**config.mk**
```make
export PLATFORM = sky130hd
export DESIGN_NAME = vending_machine
export DESIGN_NICKNAME = d
export VERILOG_FILES = /design/src/rtl/vending_pkg.sv /design/src/rtl/coin_decoder.sv /design/src/rtl/vending_machine.sv
export SDC_FILE = /design/constraint.sdc
export NUM_CORES = 1
export LEC_CHECK = 0
export CAP_MARGIN = 20
export CORE_AREA = 2 2 39 41
export DETAILED_ROUTE_END_ITERATION = 16
export DIE_AREA = 0 0 41 43
export HOLD_SLACK_MARGIN = 0.03
export SLEW_MARGIN = 20
export SYNTH_ARGS = -nofsm -noshare
export SYNTH_HDL_FRONTEND = slang
export SYNTH_SLANG_ARGS = --single-unit
```
**constraint.sdc**
```tcl
create_clock -name clock -period 4.7 [get_ports clock]
set_clock_uncertainty 0.2 [all_clocks]
set_input_delay 0.47 -clock clock [delete_from_list [all_inputs] [get_ports clock]]
set_output_delay 0.47 -clock clock [all_outputs]
set_load 0.01 [all_outputs]
```
**src/rtl/vending_pkg.sv**
```systemverilog
// Shared coin codes, default pricing and the credit-state encoding for the
// single-product vending controller.
package vending_pkg;

    localparam logic [1:0] COIN_NONE    = 2'b00;
    localparam logic [1:0] COIN_NICKEL  = 2'b01;
    localparam logic [1:0] COIN_DIME    = 2'b10;
    localparam logic [1:0] COIN_INVALID = 2'b11;

    localparam int PRICE_DEF        = 15;
    localparam int NICKEL_VALUE_DEF = 5;
    localparam int DIME_VALUE_DEF   = 10;
    localparam int CREDIT_W_DEF     = 5;

    // Each state is encoded as the credit it represents, so the state register
    // doubles as the credit register.
    typedef enum logic [CREDIT_W_DEF-1:0] {
        C0  = 5'd0,
        C5  = 5'd5,
        C10 = 5'd10
    } credit_state_t;

endpackage

```
**src/rtl/coin_decoder.sv**
```systemverilog
// Combinational decode of the per-cycle coin code into a credit increment.
// The invalid code is silently treated as no coin.
module coin_decoder
    import vending_pkg::*;
#(
    parameter int NICKEL_VALUE = NICKEL_VALUE_DEF,
    parameter int DIME_VALUE   = DIME_VALUE_DEF,
    parameter int CREDIT_W     = CREDIT_W_DEF
) (
    input  logic [1:0]          in,
    output logic [CREDIT_W-1:0] coin_value
);

    always_comb begin
        coin_value = '0;
        case (in)
            COIN_NICKEL: coin_value = CREDIT_W'(NICKEL_VALUE);
            COIN_DIME:   coin_value = CREDIT_W'(DIME_VALUE);
            default:     coin_value = '0;
        endcase
    end

endmodule

```
**src/rtl/vending_machine.sv**
```systemverilog
// Coin-accumulating vend controller: registers credit and emits a one-cycle
// dispense pulse on the edge that brings credit to PRICE or above.
module vending_machine
    import vending_pkg::*;
#(
    parameter int PRICE        = PRICE_DEF,
    parameter int NICKEL_VALUE = NICKEL_VALUE_DEF,
    parameter int DIME_VALUE   = DIME_VALUE_DEF,
    parameter int CREDIT_W     = CREDIT_W_DEF
) (
    input  logic       clock,
    input  logic       reset,
    input  logic [1:0] in,
    output logic       out
);

    logic [CREDIT_W-1:0] coin_value;
    logic [CREDIT_W-1:0] sum;
    credit_state_t       state;
    credit_state_t       state_next;
    logic                out_next;

    coin_decoder #(
        .NICKEL_VALUE (NICKEL_VALUE),
        .DIME_VALUE   (DIME_VALUE),
        .CREDIT_W     (CREDIT_W)
    ) u_coin_decoder (
        .in         (in),
        .coin_value (coin_value)
    );

    always_ff @(posedge clock or negedge reset) begin
        if (!reset) begin
            state <= C0;
            out   <= 1'b0;
        end else begin
            state <= state_next;
            out   <= out_next;
        end
    end

    // Overpayment is discarded: a vend always returns to zero credit.
    always_comb begin
        sum        = CREDIT_W'(state) + coin_value;
        state_next = state;
        out_next   = 1'b0;
        if (sum >= CREDIT_W'(PRICE)) begin
            state_next = C0;
            out_next   = 1'b1;
        end else begin
            state_next = credit_state_t'(sum);
        end
    end

endmodule

```
# ---- Yosys cells after proc, flatten, opt, wreduce, memory -nomap -nowiden
# Index checks and enable logic that the tools add are counted.
dict set report op_classes {
  addsub 1
  order_cmp 1
  muxes 3
  eq_ne 2
}
# op n
set op_table {}
lappend op_table {{$pmux W4 S2} 1}
lappend op_table {{$add A5 B5 Y5} 1}
lappend op_table {{$ge A5 B4 Y1 const B} 1}
lappend op_table {{$mux W5} 1}
lappend op_table {{$eq A2 B1 Y1 const B} 1}
lappend op_table {{$eq A2 B2 Y1 const B} 1}
lappend op_table {{$mux W1} 1}
dict set report totals {
  in_bits 4
  register_bits 6
  out_inout_bits 1
}

# ---- Longest topological paths before layout
# Gate-level depths: netlist of the first run.
dict set report logic_depth {
  depth_word 5
  ltp_mapped 7
  ltp_nobuf 7
}

# ---- Modules after synthesis
# Synthesis of the first run repeated with hierarchy kept, for this count alone.
dict set report unflattened {
  cells_unflattened 36
  area_unflattened_um2 397.9
}
# mod seq_area_each_um2 area_per_inst_um2 cells_each instances
set modules_own_cells {}
lappend modules_own_cells {vending_machine 150.1 356.6 30 1}
lappend modules_own_cells {coin_decoder 0.0 41.3 6 1}

# ---- Worst setup path after synthesis of the first run
# No wires, ideal clock.
dict set report synth_path {
  path_type {input to register}
  from {input port in[0]}
  to {register state[0]}
  required_ns 4.361
  stages 7
  setup_ns 0.139
  n_path_buf 0
  setup_slack_ns 2.556
  arrival_time_ns 1.805
  cell_sequence {nor2b_4 -> ha_1 -> fa_1 -> xor2_1 -> xnor2_1 -> nor3_2 -> a211oi_1}
}
dict set report synth_via {
  elab_chain_len 5
  word_cells_on_any_way 6
}
# element line_no
set synth_lines {}
lappend synth_lines {{start, declared} vending_machine.sv:13} ;# input logic [1:0] in,
lappend synth_lines {{$eq A2 B2 Y1 / $eq A2 B1 Y1 (equally long branches)} coin_decoder.sv:16} ;# case (in)
lappend synth_lines {{$pmux W4 S2 *} coin_decoder.sv:16}
lappend synth_lines {{$add A5 B5 Y5 *} vending_machine.sv:44} ;# sum = CREDIT_W'(state) + coin_value;
lappend synth_lines {{$ge A5 B4 Y1} vending_machine.sv:47} ;# if (sum >= CREDIT_W'(PRICE)) begin
lappend synth_lines {{$mux W5 *} vending_machine.sv:47}
lappend synth_lines {{named net state_next[0]} vending_machine.sv:20} ;# credit_state_t state_next;
lappend synth_lines {{end signal, assigned} vending_machine.sv:37} ;# state <= state_next;
lappend synth_lines {{end, declared} vending_machine.sv:19} ;# credit_state_t state;
# The timed path passes the listed nets; every way through them passes the cells marked *.

# ---- Worst setup path in the final report of the first run
dict set report layout_path {
  from {input port in[0]}
  to {register state[2]}
}
# The elaborated chain is that of the path after synthesis.

==> results of run 1 <==
[layout make-up]
type / instances / area [um^2]
inverters: 2 / 7.51
repair buffers: 4 / 40.0
well taps: 16 / 20.0
multi-input cells: 23 / 221
clock buffers: 3 / 22.5
fillers: 146 / 922
flip-flops and latches: 6 / 150
[critical path: stages]
cell and delay (ps):
clkdlybuf4s50_1 460, nor2b_4 160, ha_1 210, fa_1 430, a31oi_1 180, nand3_1 100, xor2_1 350, a211oi_1 100
[report_power, final]
group          leakage (nW)  internal [mW]  switching [mW]  total (mW)
registers            0.0763         0.0646         0.00823      0.0729
logic                 0.135         0.0319          0.0381      0.0700
clock network        0.0138         0.0289          0.0197      0.0486
[per-stage QoR]
step	hold slack, ps	util
6_report	260	0.334
3_5_place_dp	485	0.317
2_1_floorplan	-25.6	-
3_3_place_gp	488	0.317
5_1_grt	289	0.334
4_1_cts	270	0.334
[routing by layer]
metal,share of wire,up-vias,GRT usage
met5,0,-,0
met4,0.045,0,0.100
met3,0.061,3,0.0314
met2,0.41,6,0.116
met1,0.49,109,0.107
li1,-,125,-
[logic make-up (layout without fill, tap and decap cells)]
family	Yosys count	in the layout	synth area share
fa+ha+maj	5	5	0.182
buf+inv	2	9	0.0198
other cells	1	1	0.00989
xor+xnor	4	4	0.112
flops	6	6	0.396
simple gates	7	7	0.162
compound gates	6	6	0.119
[flip-flops by register name, summed over array words and instances (netlist names)]
register,cells
state,5
out,1
[Yosys cell counts]
cell type  instances
a31oi_1            1
a21o_2             1
maj3_2             1
a211oi_1           3
nor3_2             1
ha_1               3
xnor2_1            1
xor2_1             2
conb_1             1
nand4b_1           2
nor3b_1            1
fa_1               1
inv_1              2
a21o_1             1
nand3_1            1
dfrtp_1            6
nor2b_4            1
xor2_2             1
and2b_1            1
[worst max path at each step]
| stage | end | slack, ps | depth (start not counted) |
|---|---|---|---|
| final | state[2] | 2150 | 8 |
| after floorplan | state[0] | 2560 | 7 |
| after CTS | state[2] | 2130 | 8 |
| after global placement | state[2] | 1900 | 8 |
| after global routing | state[2] | 1960 | 8 |
| after detailed placement | state[2] | 1870 | 8 |
==> impl_metrics.py, run 1 <==
metrics = {
    "layout": {
        "syn_to_final_growth_pct": 21.8,
        "nets": 48,
        "final_cell_count_no_fill": 54,
        "layout_commonest_cell": "dfrtp_1",
        "final_area_um2": 462,
        "layout_common_cells": "dfrtp_1, clkdlybuf4s50_1, a211oi_1, ha_1, clkbuf_4",
        "antennaDiodeCount": 0,
        "drive_gt1_frac": 0.211,
    },
    "sta": {
        "setup_violations": 0,
        "drv_slew": 0,
        "tns_ps": 0,
        "hold_viol": 0,
        "min_period_ps": 2550,
        "clock.fmax_ghz": 0.393,
        "rsz0062_at_grt": "no",
        "worst_slack_ps": 2150,
        "final.period_utilization": 0.542,
    },
    "setup_path": {
        "rr_worst_depth": 6,
        "worst_r2r_startpoint": "state[0]",
        "startpoint": "in[0]",
        "path_class": "primary input to flop",
        "cp-start-kind": "primary input",
        "reg2reg_to": "state[2]",
        "crit_arrival_ps": 2460,
        "path_max_fanout": 5,
        "required_ps": 4610,
        "r2r_slack_ps": 2620,
        "endpoint_kind": "flop",
    },
    "detailed_routing": {
        "drt-wirelength-per-cell_um": 11.0,
        "drt-vias-per-instance": 4.50,
        "antenna_left": 0,
        "dr_total_vias": 243,
        "drt_wl_total_um": 594,
        "remaining_drc_errors": 0,
        "drt_iter0_markers": 3,
        "first_pass_iters": 2,
    },
    "global_routing": {
        "grt_max_degree": 7,
        "antenna_found_initial": 0,
        "grt_pass1_wl_um": 972,
        "gr-total-overflow": 0,
        "grtUsageTotal": 0.0914,
        "grt_pass1_vias": 239,
    },
    "logic_synthesis": {
        "yosys.area.top_type": "dfrtp_1",
        "yosys_warnings": 0,
        "synthCells": 31,
        "syn_nets": 39,
        "synth_seq_cells": 6,
        "yosysUniqueCellTypes": 19,
        "synth_top_area_share": 0.396,
        "seq_area_frac_synth": 0.396,
        "synth_area_um2": 379,
        "synth.area.top_cells": "dfrtp_1, ha_1, a211oi_1, fa_1, nand4b_1",
        "avgSynthCellArea_um2": 12.2,
    },
    "place": {
        "port-buffer-count": 4,
        "gp_congestion": 0.646,
        "dp_hpwl_um": 454,
        "place_area_um2": 439,
        "post-place-ws_ps": 1870,
        "place_inst": 51,
    },
    "worst_hold_path": {
        "hold_class": "primary input to asynchronous set/reset pin",
    },
    "floorplan": {
        "ios": 5,
        "fp.dieW_um": 41,
        "num_rows": 14,
        "fp.dieArea_mm2": 0.00176,
        "core_mm2": 0.00138,
        "die_h_um": 43,
        "initial_utilization": 0.274,
    },
    "clocking": {
        "insertion_delay_ps": 250,
        "cts_setup_buffers": 0,
        "holdBufCountCts": 0,
        "clk_pin_slew_ps": 40,
        "cts_resized": 0,
        "numCtsBuffers": 3,
        "cts_tree": "yes",
        "clockRootBuffer": "clkbuf_4",
        "htreeDepth": 1,
        "cts_buffer_depth": 2,
        "clock-sinks": 6,
    },
    "pwr": {
        "power.density_mw_per_mm2": 415,
        "power_uw": 191,
        "leakage_nw": 0.225,
        "irDropWorstVdd_mv": 0.150,
    },
    "job": {
        "drv_cap": 0,
    },
    "status": {
        "status": "finished clean",
    },
}
Note: power is estimated with default switching activity, not from simulation.
==> inputs of run 2 (changes only) <==
==> constraint.sdc (replaced) <==
create_clock -name clock -period 2.4 [get_ports clock]
set_clock_uncertainty 0.2 [all_clocks]
set_input_delay 0.24 -clock clock [delete_from_list [all_inputs] [get_ports clock]]
set_output_delay 0.24 -clock clock [all_outputs]
set_load 0.01 [all_outputs]
==> impl_metrics.py, run 2 (synthesized netlist as in run 1, its figures left out) <==
metrics = {
    "detailed_routing": {
        "drt-wirelength-per-cell_um": 10.6,
        "wl_met1_um": 298,
        "remaining_drc_errors": 0,
        "drt-vias-per-instance": 4.34,
        "wl_met3_um": 27,
        "wl_met2_um": 298,
        "antenna_left": 0,
        "dr_total_vias": 256,
        "drt_wl_total_um": 623,
        "top_layer": "met3",
        "drt_iter0_markers": 1,
        "first_pass_iters": 2,
    },
    "layout": {
        "syn_to_final_growth_pct": 38.0,
        "reg_top3": "state (5), out (1)",
        "antennaDiodeCount": 0,
        "drive_gt1_frac": 0.419,
        "regMostFlops": "state",
        "layout_common_cells": "dfrtp_1, buf_4, ha_1, clkbuf_4",
        "nets": 53,
        "layout_commonest_cell": "dfrtp_1",
        "largest_reg_flops": 5,
        "final_cell_count_no_fill": 59,
    },
    "pwr": {
        "irDropWorstVdd_mv": 0.257,
        "leakage_nw": 0.270,
        "power.density_mw_per_mm2": 792,
    },
    "floorplan": {
        "die_h_um": 43,
        "fp.dieArea_mm2": 0.00176,
        "core_mm2": 0.00138,
        "initial_utilization": 0.274,
        "ios": 5,
        "fp.dieW_um": 41,
        "num_rows": 14,
    },
    "setup_path": {
        "required_ps": 2300,
        "reg2reg_to": "state[0]",
        "crit_arrival_ps": 1980,
        "path_max_fanout": 5,
        "cp-start-kind": "flop",
        "worst_r2r_startpoint": "state[0]",
        "crit_end": "state[0]",
        "endpoint_kind": "flop",
        "path_class": "flop to flop",
        "rr_worst_depth": 6,
        "r2r_slack_ps": 320,
        "startpoint": "state[0]",
    },
    "sta": {
        "final.period_utilization": 0.866,
        "min_period_ps": 2080,
        "rsz0062_at_grt": "no",
        "hold_viol": 0,
        "tns_ps": 0,
        "setup_violations": 0,
        "clock.fmax_ghz": 0.481,
        "drv_slew": 0,
    },
    "clocking": {
        "insertion_delay_ps": 240,
        "holdBufCountCts": 0,
        "numCtsBuffers": 3,
        "cts_buffer_depth": 2,
        "htreeDepth": 1,
        "clockRootBuffer": "clkbuf_4",
        "clock-sinks": 6,
        "cts_tree": "yes",
        "clk_pin_slew_ps": 40,
    },
    "place": {
        "place_inst": 56,
        "port-buffer-count": 4,
        "gp_congestion": 0.685,
    },
    "status": {
        "status": "finished clean",
    },
    "job": {
        "drv_cap": 0,
    },
    "global_routing": {
        "grtUsageTotal": 0.0943,
        "grt_pass1_vias": 263,
        "grt_pass1_wl_um": 1010,
        "antenna_found_initial": 0,
        "grt_max_degree": 7,
        "gr-total-overflow": 0,
    },
    "worst_hold_path": {
        "hold_class": "primary input to asynchronous set/reset pin",
    },
}
run 2: cell type report:
cell class                      count  area [um^2]
Tap cell                           16         20.0
Clock buffer                        3         22.5
Multi-Input combinational cell     23          240
Inverter                            2         7.51
Fill cell                         137          861
Timing Repair Buffer                9         82.6
Sequential cell                     6          150
run 2: metrics by stage:
stage	hold WS, ps	total power, mW	worst slack, ps	area [um^2]	utilization
final	41.1	0.414	322	523	0.378
after global routing	45.9	0.453	214	523	0.378
after CTS	42.2	0.407	17.9	499	0.361
after detailed placement	304	0.311	-234	477	0.344
after global placement	296	0.308	-164	477	0.344
after floorplan	-256	0.245	481	379	-
run 2: worst min path at each step:
stage | to | slack, ps | cells past startpoint
2_1_floorplan | out | -260 | 0
3_3_place_gp | out | 300 | 1
3_5_place_dp | state[1] | 300 | 1
4_1_cts | state[3] | 40 | 1
5_1_grt | state[3] | 50 | 1
6_report | state[3] | 40 | 1
run 2: worst max-delay path: stages, from the launching register on:
cell and delay (ps):
dfrtp_1 360, ha_1 230, fa_2 370, xor2_1 160, xnor2_1 150, nor3_2 320, a211oi_1 130
run 2: report_power, final:
| part | total [mW] | leakage (nW) | internal, mW | switching [mW] |
|---|---|---|---|---|
| clock network | 0.0908 | 0.0138 | 0.0564 | 0.0344 |
| registers | 0.143 | 0.0763 | 0.127 | 0.0161 |
| logic | 0.181 | 0.180 | 0.0923 | 0.0886 |
run 2: routing by layer:
metal	track usage	vias up
li1	-	136
met1	0.0997	117
met2	0.122	3
met3	0.0628	0
met4	0.0800	0
met5	0	-
run 2: timing repair:
action                                  4_1_cts  5_1_grt
buffers inserted                              0        0
resized for setup                             0        7
endpoints found under the setup margin        0        5
==> inputs of run 3 (changes only) <==
--- a/config.mk
+++ b/config.mk
@@ -5,7 +5,6 @@
 export SDC_FILE = /design/constraint.sdc
 export NUM_CORES = 1
 export LEC_CHECK = 0
-export CAP_MARGIN = 20
 export CORE_AREA = 2 2 39 41
 export DETAILED_ROUTE_END_ITERATION = 16
 export DIE_AREA = 0 0 41 43
==> results of run 3 <==
Same layout as run 2: the final DEF is identical, and so are final timing and power.
